<file path="src/rtl/priority_2to4_decoder_seq_pkg.sv">
// Shared types for the priority decoder: the occupancy enum, the decoded token
// and the decode function.
package prio_pkg;

    localparam int IDX_W = 2;
    localparam int OH_W  = 2 ** IDX_W;

    typedef enum logic [1:0] {
        EMPTY,
        ONE,
        TWO
    } occ_state_t;

    typedef struct packed {
        logic [OH_W-1:0] onehot;
        logic            error;
    } tok_t;

    // An error token carries no index, so its one-hot is all zero.
    function automatic tok_t decode_tok(input logic [IDX_W-1:0] idx, input logic err);
        tok_t t;
        t.error  = err;
        t.onehot = err ? '0 : (OH_W'(1) << idx);
        return t;
    endfunction

endpackage

</file>
<file path="src/rtl/priority_2to4_decoder_seq_if.sv">
// Token link between the encoder-side stage, the decoder and its one-hot consumer.
interface priority_2to4_decoder_seq_if;
    import prio_pkg::*;

    logic             in_valid;
    logic             in_ready;
    logic [IDX_W-1:0] in_idx;
    logic             in_error;
    logic             out_valid;
    logic             out_ready;
    logic [OH_W-1:0]  out_onehot;
    logic             out_error;

    modport master (
        output in_valid, in_idx, in_error, out_ready,
        input  in_ready, out_valid, out_onehot, out_error
    );

    modport slave (
        input  in_valid, in_idx, in_error, out_ready,
        output in_ready, out_valid, out_onehot, out_error
    );

endinterface

</file>
<file path="src/rtl/priority_2to4_decoder_seq_skid_buf2.sv">
// Two-entry valid/ready buffer of decoded tokens; keeps one token per cycle
// flowing while the consumer stalls, with in_ready taken straight from a register.
module skid_buf2
    import prio_pkg::*;
(
    input  logic clk,
    input  logic rst_n,
    input  logic in_valid,
    output logic in_ready,
    input  tok_t in_data,
    output logic out_valid,
    input  logic out_ready,
    output tok_t out_data
);

    occ_state_t state;
    occ_state_t state_nx;
    tok_t       head;
    tok_t       tail;
    logic       rdy;
    logic       push;
    logic       pop;

    assign push = in_valid & rdy;
    assign pop  = out_valid & out_ready;

    // rdy is the registered image of next_state != TWO, so it is low during reset.
    always_ff @(posedge clk) begin
        if (!rst_n) begin
            state <= EMPTY;
            rdy   <= 1'b0;
        end else begin
            state <= state_nx;
            rdy   <= (state_nx != TWO);
        end
    end

    always_ff @(posedge clk) begin
        if (!rst_n) begin
            head <= '0;
            tail <= '0;
        end else begin
            case (state)
                EMPTY: if (push) head <= in_data;
                ONE: begin
                    if (push && pop) head <= in_data;
                    else if (push)   tail <= in_data;
                end
                TWO:     if (pop) head <= tail;
                default: ;
            endcase
        end
    end

    always_comb begin
        state_nx = state;
        case (state)
            EMPTY: if (push) state_nx = ONE;
            ONE: begin
                if (push && !pop)      state_nx = TWO;
                else if (!push && pop) state_nx = EMPTY;
            end
            TWO:     if (pop) state_nx = ONE;
            default: state_nx = EMPTY;
        endcase
    end

    always_comb begin
        out_valid = (state != EMPTY);
        in_ready  = rdy;
        out_data  = head;
    end

endmodule

</file>
<file path="src/rtl/priority_2to4_decoder_seq.sv">
// Registered one-hot decoder for the priority encoder's {idx, error} code,
// buffered two deep, with debug counters of accepted and error tokens.
module priority_2to4_decoder_seq
    import prio_pkg::*;
#(
    parameter int ERR_CNT_W = 8,
    parameter int TOK_CNT_W = 16
) (
    input  logic                        clk,
    input  logic                        rst_n,
    priority_2to4_decoder_seq_if.slave  bus,
    output logic [ERR_CNT_W-1:0]        err_cnt,
    output logic [TOK_CNT_W-1:0]        tok_cnt
);

    function automatic logic [ERR_CNT_W-1:0] sat_add(input logic [ERR_CNT_W-1:0] cnt,
                                                     input logic inc);
        return (inc && !(&cnt)) ? cnt + ERR_CNT_W'(1) : cnt;
    endfunction

    function automatic logic [TOK_CNT_W-1:0] wrap_inc(input logic [TOK_CNT_W-1:0] cnt);
        return cnt + TOK_CNT_W'(1);
    endfunction

    tok_t tok_in;
    tok_t tok_out;
    logic push;

    assign tok_in = decode_tok(bus.in_idx, bus.in_error);
    assign push   = bus.in_valid & bus.in_ready;

    skid_buf2 u_buf (
        .clk       (clk),
        .rst_n     (rst_n),
        .in_valid  (bus.in_valid),
        .in_ready  (bus.in_ready),
        .in_data   (tok_in),
        .out_valid (bus.out_valid),
        .out_ready (bus.out_ready),
        .out_data  (tok_out)
    );

    assign bus.out_onehot = tok_out.onehot;
    assign bus.out_error  = tok_out.error;

    always_ff @(posedge clk) begin
        if (!rst_n) begin
            err_cnt <= '0;
            tok_cnt <= '0;
        end else if (push) begin
            err_cnt <= sat_add(err_cnt, bus.in_error);
            tok_cnt <= wrap_inc(tok_cnt);
        end
    end

endmodule
</file>
<file path="src/flat_wrapper.sv">
// flat-port wrapper written by rule: the top's interface ports become plain ports
module priority_2to4_decoder_seq_flat import prio_pkg::*;
#(
    parameter int ERR_CNT_W = 8,
    parameter int TOK_CNT_W = 16
)
  (clk, rst_n, err_cnt, tok_cnt, bus_in_valid, bus_in_idx, bus_in_error, bus_out_ready, bus_in_ready, bus_out_valid, bus_out_onehot, bus_out_error);
  priority_2to4_decoder_seq_if bus_i ();
  input  logic clk;
  input  logic rst_n;
  output logic [ERR_CNT_W-1:0] err_cnt;
  output logic [TOK_CNT_W-1:0] tok_cnt;
  input wire logic [$bits(bus_i.in_valid)-1:0] bus_in_valid;
  input wire logic [$bits(bus_i.in_idx)-1:0] bus_in_idx;
  input wire logic [$bits(bus_i.in_error)-1:0] bus_in_error;
  input wire logic [$bits(bus_i.out_ready)-1:0] bus_out_ready;
  output wire logic [$bits(bus_i.in_ready)-1:0] bus_in_ready;
  output wire logic [$bits(bus_i.out_valid)-1:0] bus_out_valid;
  output wire logic [$bits(bus_i.out_onehot)-1:0] bus_out_onehot;
  output wire logic [$bits(bus_i.out_error)-1:0] bus_out_error;
  assign bus_i.in_valid = bus_in_valid;
  assign bus_i.in_idx = bus_in_idx;
  assign bus_i.in_error = bus_in_error;
  assign bus_i.out_ready = bus_out_ready;
  assign bus_in_ready = bus_i.in_ready;
  assign bus_out_valid = bus_i.out_valid;
  assign bus_out_onehot = bus_i.out_onehot;
  assign bus_out_error = bus_i.out_error;
  priority_2to4_decoder_seq #(.ERR_CNT_W(ERR_CNT_W), .TOK_CNT_W(TOK_CNT_W)) u_core (.clk(clk), .rst_n(rst_n), .bus(bus_i), .err_cnt(err_cnt), .tok_cnt(tok_cnt));
endmodule
</file>
<file path="config.mk">
export PLATFORM = sky130hd
export DESIGN_NAME = priority_2to4_decoder_seq_flat
export DESIGN_NICKNAME = d
export VERILOG_FILES = /design/src/rtl/priority_2to4_decoder_seq_pkg.sv /design/src/rtl/priority_2to4_decoder_seq_if.sv /design/src/rtl/priority_2to4_decoder_seq_skid_buf2.sv /design/src/rtl/priority_2to4_decoder_seq.sv /design/src/flat_wrapper.sv
export SDC_FILE = /design/constraint.sdc
export NUM_CORES = 1
export LEC_CHECK = 0
export ABC_AREA = 1
export BUFFER_PORTS_ARGS = -buffer_cell sky130_fd_sc_hd__buf_4
export CAP_MARGIN = 20
export CORE_AREA = 3 3 63 65
export DETAILED_ROUTE_END_ITERATION = 10
export DIE_AREA = 0 0 66 68
export PLACE_DENSITY = 0.79
export SLEW_MARGIN = 20
export SYNTH_ARGS = -nofsm -noshare
export SYNTH_HDL_FRONTEND = slang
export SYNTH_SLANG_ARGS = --single-unit
export TNS_END_PERCENT = 1
</file>
<file path="constraint.sdc">
create_clock -name clk -period 2.9 [get_ports clk]
set_input_delay 0.435 -clock clk [delete_from_list [all_inputs] [get_ports clk]]
set_output_delay 0.435 -clock clk [all_outputs]
set_load 0.005 [all_outputs]
</file>
==> metrics.yaml <==
antenna_found_initial: 0
power.leakage_nw: 0.994
min_to: "u_core.u_buf.tail[0]"
portBuffers: 37
worst_setup_path_end_kind: "output port"
cts_sinks: 37
wl_um: 4100
synth.cell_area_um2: 1910
whs_ps: 415
synth_seq_area_share_pct: 38.7
power_density_nw_per_um2: 396
rsz0062_at_grt: "false"
worstMarginPinSlew_ps: 369
fp.dieH_um: 68
timing.final.ws_setup_ps: 1310
finClkSkew_ps: 5.36
final.fill_count: 306
crit_chain: "inv_1, nand2_2, buf_4"
status: "finished clean"
via_count: 1828
cpPeakStageDelay_ps: 510
cts_resized: 0
cp.required_ps: 2470
r2r-start: "u_core.err_cnt[1]"
reg2reg_depth: 8
hold_buffers: 0
fmax_mhz: 631
core_area_um2: 3390
hold_path_depth: 3
cts_tree: "done"
slew_violations: 0
worst_r2r_endpoint: "u_core.err_cnt[4]"
relSlewSlack_pct: 75.4
syn_avg_cell_area_um2: 6.72
cts_setup_buffers: 0
clkLatencyLatePin_ps: 340
grt_pass1_wl_um: 7060
holdCritPathClass: "primary input to flop"
r2r_slack_ps: 1530
initial_core_util_pct: 56.5
grt_usage_pct: 20.2
crit_slowest_cell: "dfxtp_1"
syn_nets: 294
drc: 0
place_ws_ps: 1550
via_per_inst: 4.93
maxCapViolCount: 0
cp-start-kind: "flop"
yosys.area.top_type_share_pct: 38.7
cts_buffers: 5
hpwlAfterDp_um: 3080
synthDistinctLibCells: 26
gp_congestion: 0.819
die_w_um: 66
ant_nets: 0
diodes: 0
fin_setup_tns_ps: 0
num_rows: 21
drive_gt1_share_pct: 20.6
clk_pin_slew_ps: 100
hold_violations: 0
peakVddDrop_uv: 284
synth.area.top_cells: "dfxtp_1 39%, nand2_1 13%, nor2_1 10%, inv_1 7.3%, o21ai_0 4.2%"
io_pins: 38
fin_nets: 334
area_growth_pct: 19.4
crit_type: "flop to output port"
grt_pass1_vias: 1680
design.die.area_um2: 4490
grt_overflow_total: 0
root_buffer: "clkbuf_4"
drtPass1Iterations: 4
worstPathMaxFanout: 5
htree_levels: 2
clockBufferDepth: 2
yosys.area.top_type: "dfxtp_1"
initialDrtViolationCount: 99
yosys_warnings: 0
min_period_ps: 1590
synthCells: 285
hp-start: "bus_in_error"
cp.arrival_ps: 1150
grt_start_max_net_pins: 28
ys_seq_elements: 37
min_period_over_period_pct: 54.7
setup_viol: 0
routedWlPerCell_um: 11.0
## per-stage QoR
step	utilization, %	area [um2]	instances	total power, mW
2_1_floorplan	-	1910	285	0.602
3_3_place_gp	65.8	2230	364	0.638
3_5_place_dp	65.8	2230	364	0.639
4_1_cts	67.4	2290	371	0.916
5_1_grt	67.4	2290	371	0.953
6_report	67.4	2290	371	0.906
## where the power goes
group | switching (mW) | internal [mW]
Combinational | 0.0540 | 0.0398
Clock | 0.164 | 0.114
Sequential | 0.0123 | 0.522
Total | 0.230 | 0.676
## cell type report
cell class	instances	area [um2]	area share [%]
clock buffer	7	55.1	2.41
sequential	37	741	32.4
timing repair buffer	37	278	12.2
inverter	42	158	6.90
tap	46	57.6	2.52
multi-input combinational	202	997	43.6
## registers in the layout, indices dropped and copies added (netlist names)
register / cells
u_core.tok_cnt: 16
u_core.u_buf.out_data: 5
u_core.u_buf.state: 2
u_core.u_buf.tail: 5
u_core.u_buf.in_ready: 1
u_core.err_cnt: 8
## cells in the mapped netlist, drive strengths merged
cell type / count
a211oi: 1
a21oi: 16
buf: 3
clkbuf: 1
dfxtp: 37
ha: 2
inv: 42
nand2: 71
nand3: 17
nand4: 8
nor2: 59
nor3: 6
o21ai: 19
o21bai: 1
xor2: 2
## per-layer routing
metal  wire, um  vias to the layer above  track usage, %
met5          0                        -               0
met4         60                        0            7.87
met3        226                        5            4.93
met2       1850                       53            35.0
met1       1960                      788            24.1
li1           -                      982               -
## layout by cell type, fill, tap and decap left out, types with 3 or more instances in the layout
master and instances:
nor2_4 4, nor2_1 51, o21ai_0 16, nand4_1 8
nor2_2 4, clkbuf_4 5, inv_2 5, inv_1 37
nand2_1 66, nand2_2 3, buf_4 37, a21oi_1 15
nand3_1 14, nor3_1 5, dfxtp_1 37
## worst max-delay path by stage
stage	depth (start not counted)	slack, ps	end	from
detailed placement	8	1550	u_core.tok_cnt[15]	bus_in_valid
global placement	7	1570	u_core.u_buf.out_data[3]	bus_in_valid
global route	3	1240	bus_out_valid	u_core.u_buf.state[0]
floorplan	6	1660	u_core.tok_cnt[6]	u_core.tok_cnt[1]
CTS	3	1310	bus_out_valid	u_core.u_buf.state[0]
finish	3	1310	bus_out_valid	u_core.u_buf.state[0]
## cells by family (layout without fill, tap and decap cells)
family	Yosys count	after routing	synth area share, %
buf+inv	46	86	9.22
flops	37	37	38.7
fa+ha+maj	2	2	1.31
xor+xnor	2	2	0.915
simple gates	161	161	39.2
compound gates	37	37	10.7
## critical path: cells and delay by family, from the launching register on
family	cells	cell delay (ps)
DFF	1	510
buffers and inverters	2	210
and+or+nand+nor	1	90
Power figures use the tool's default switching activity.
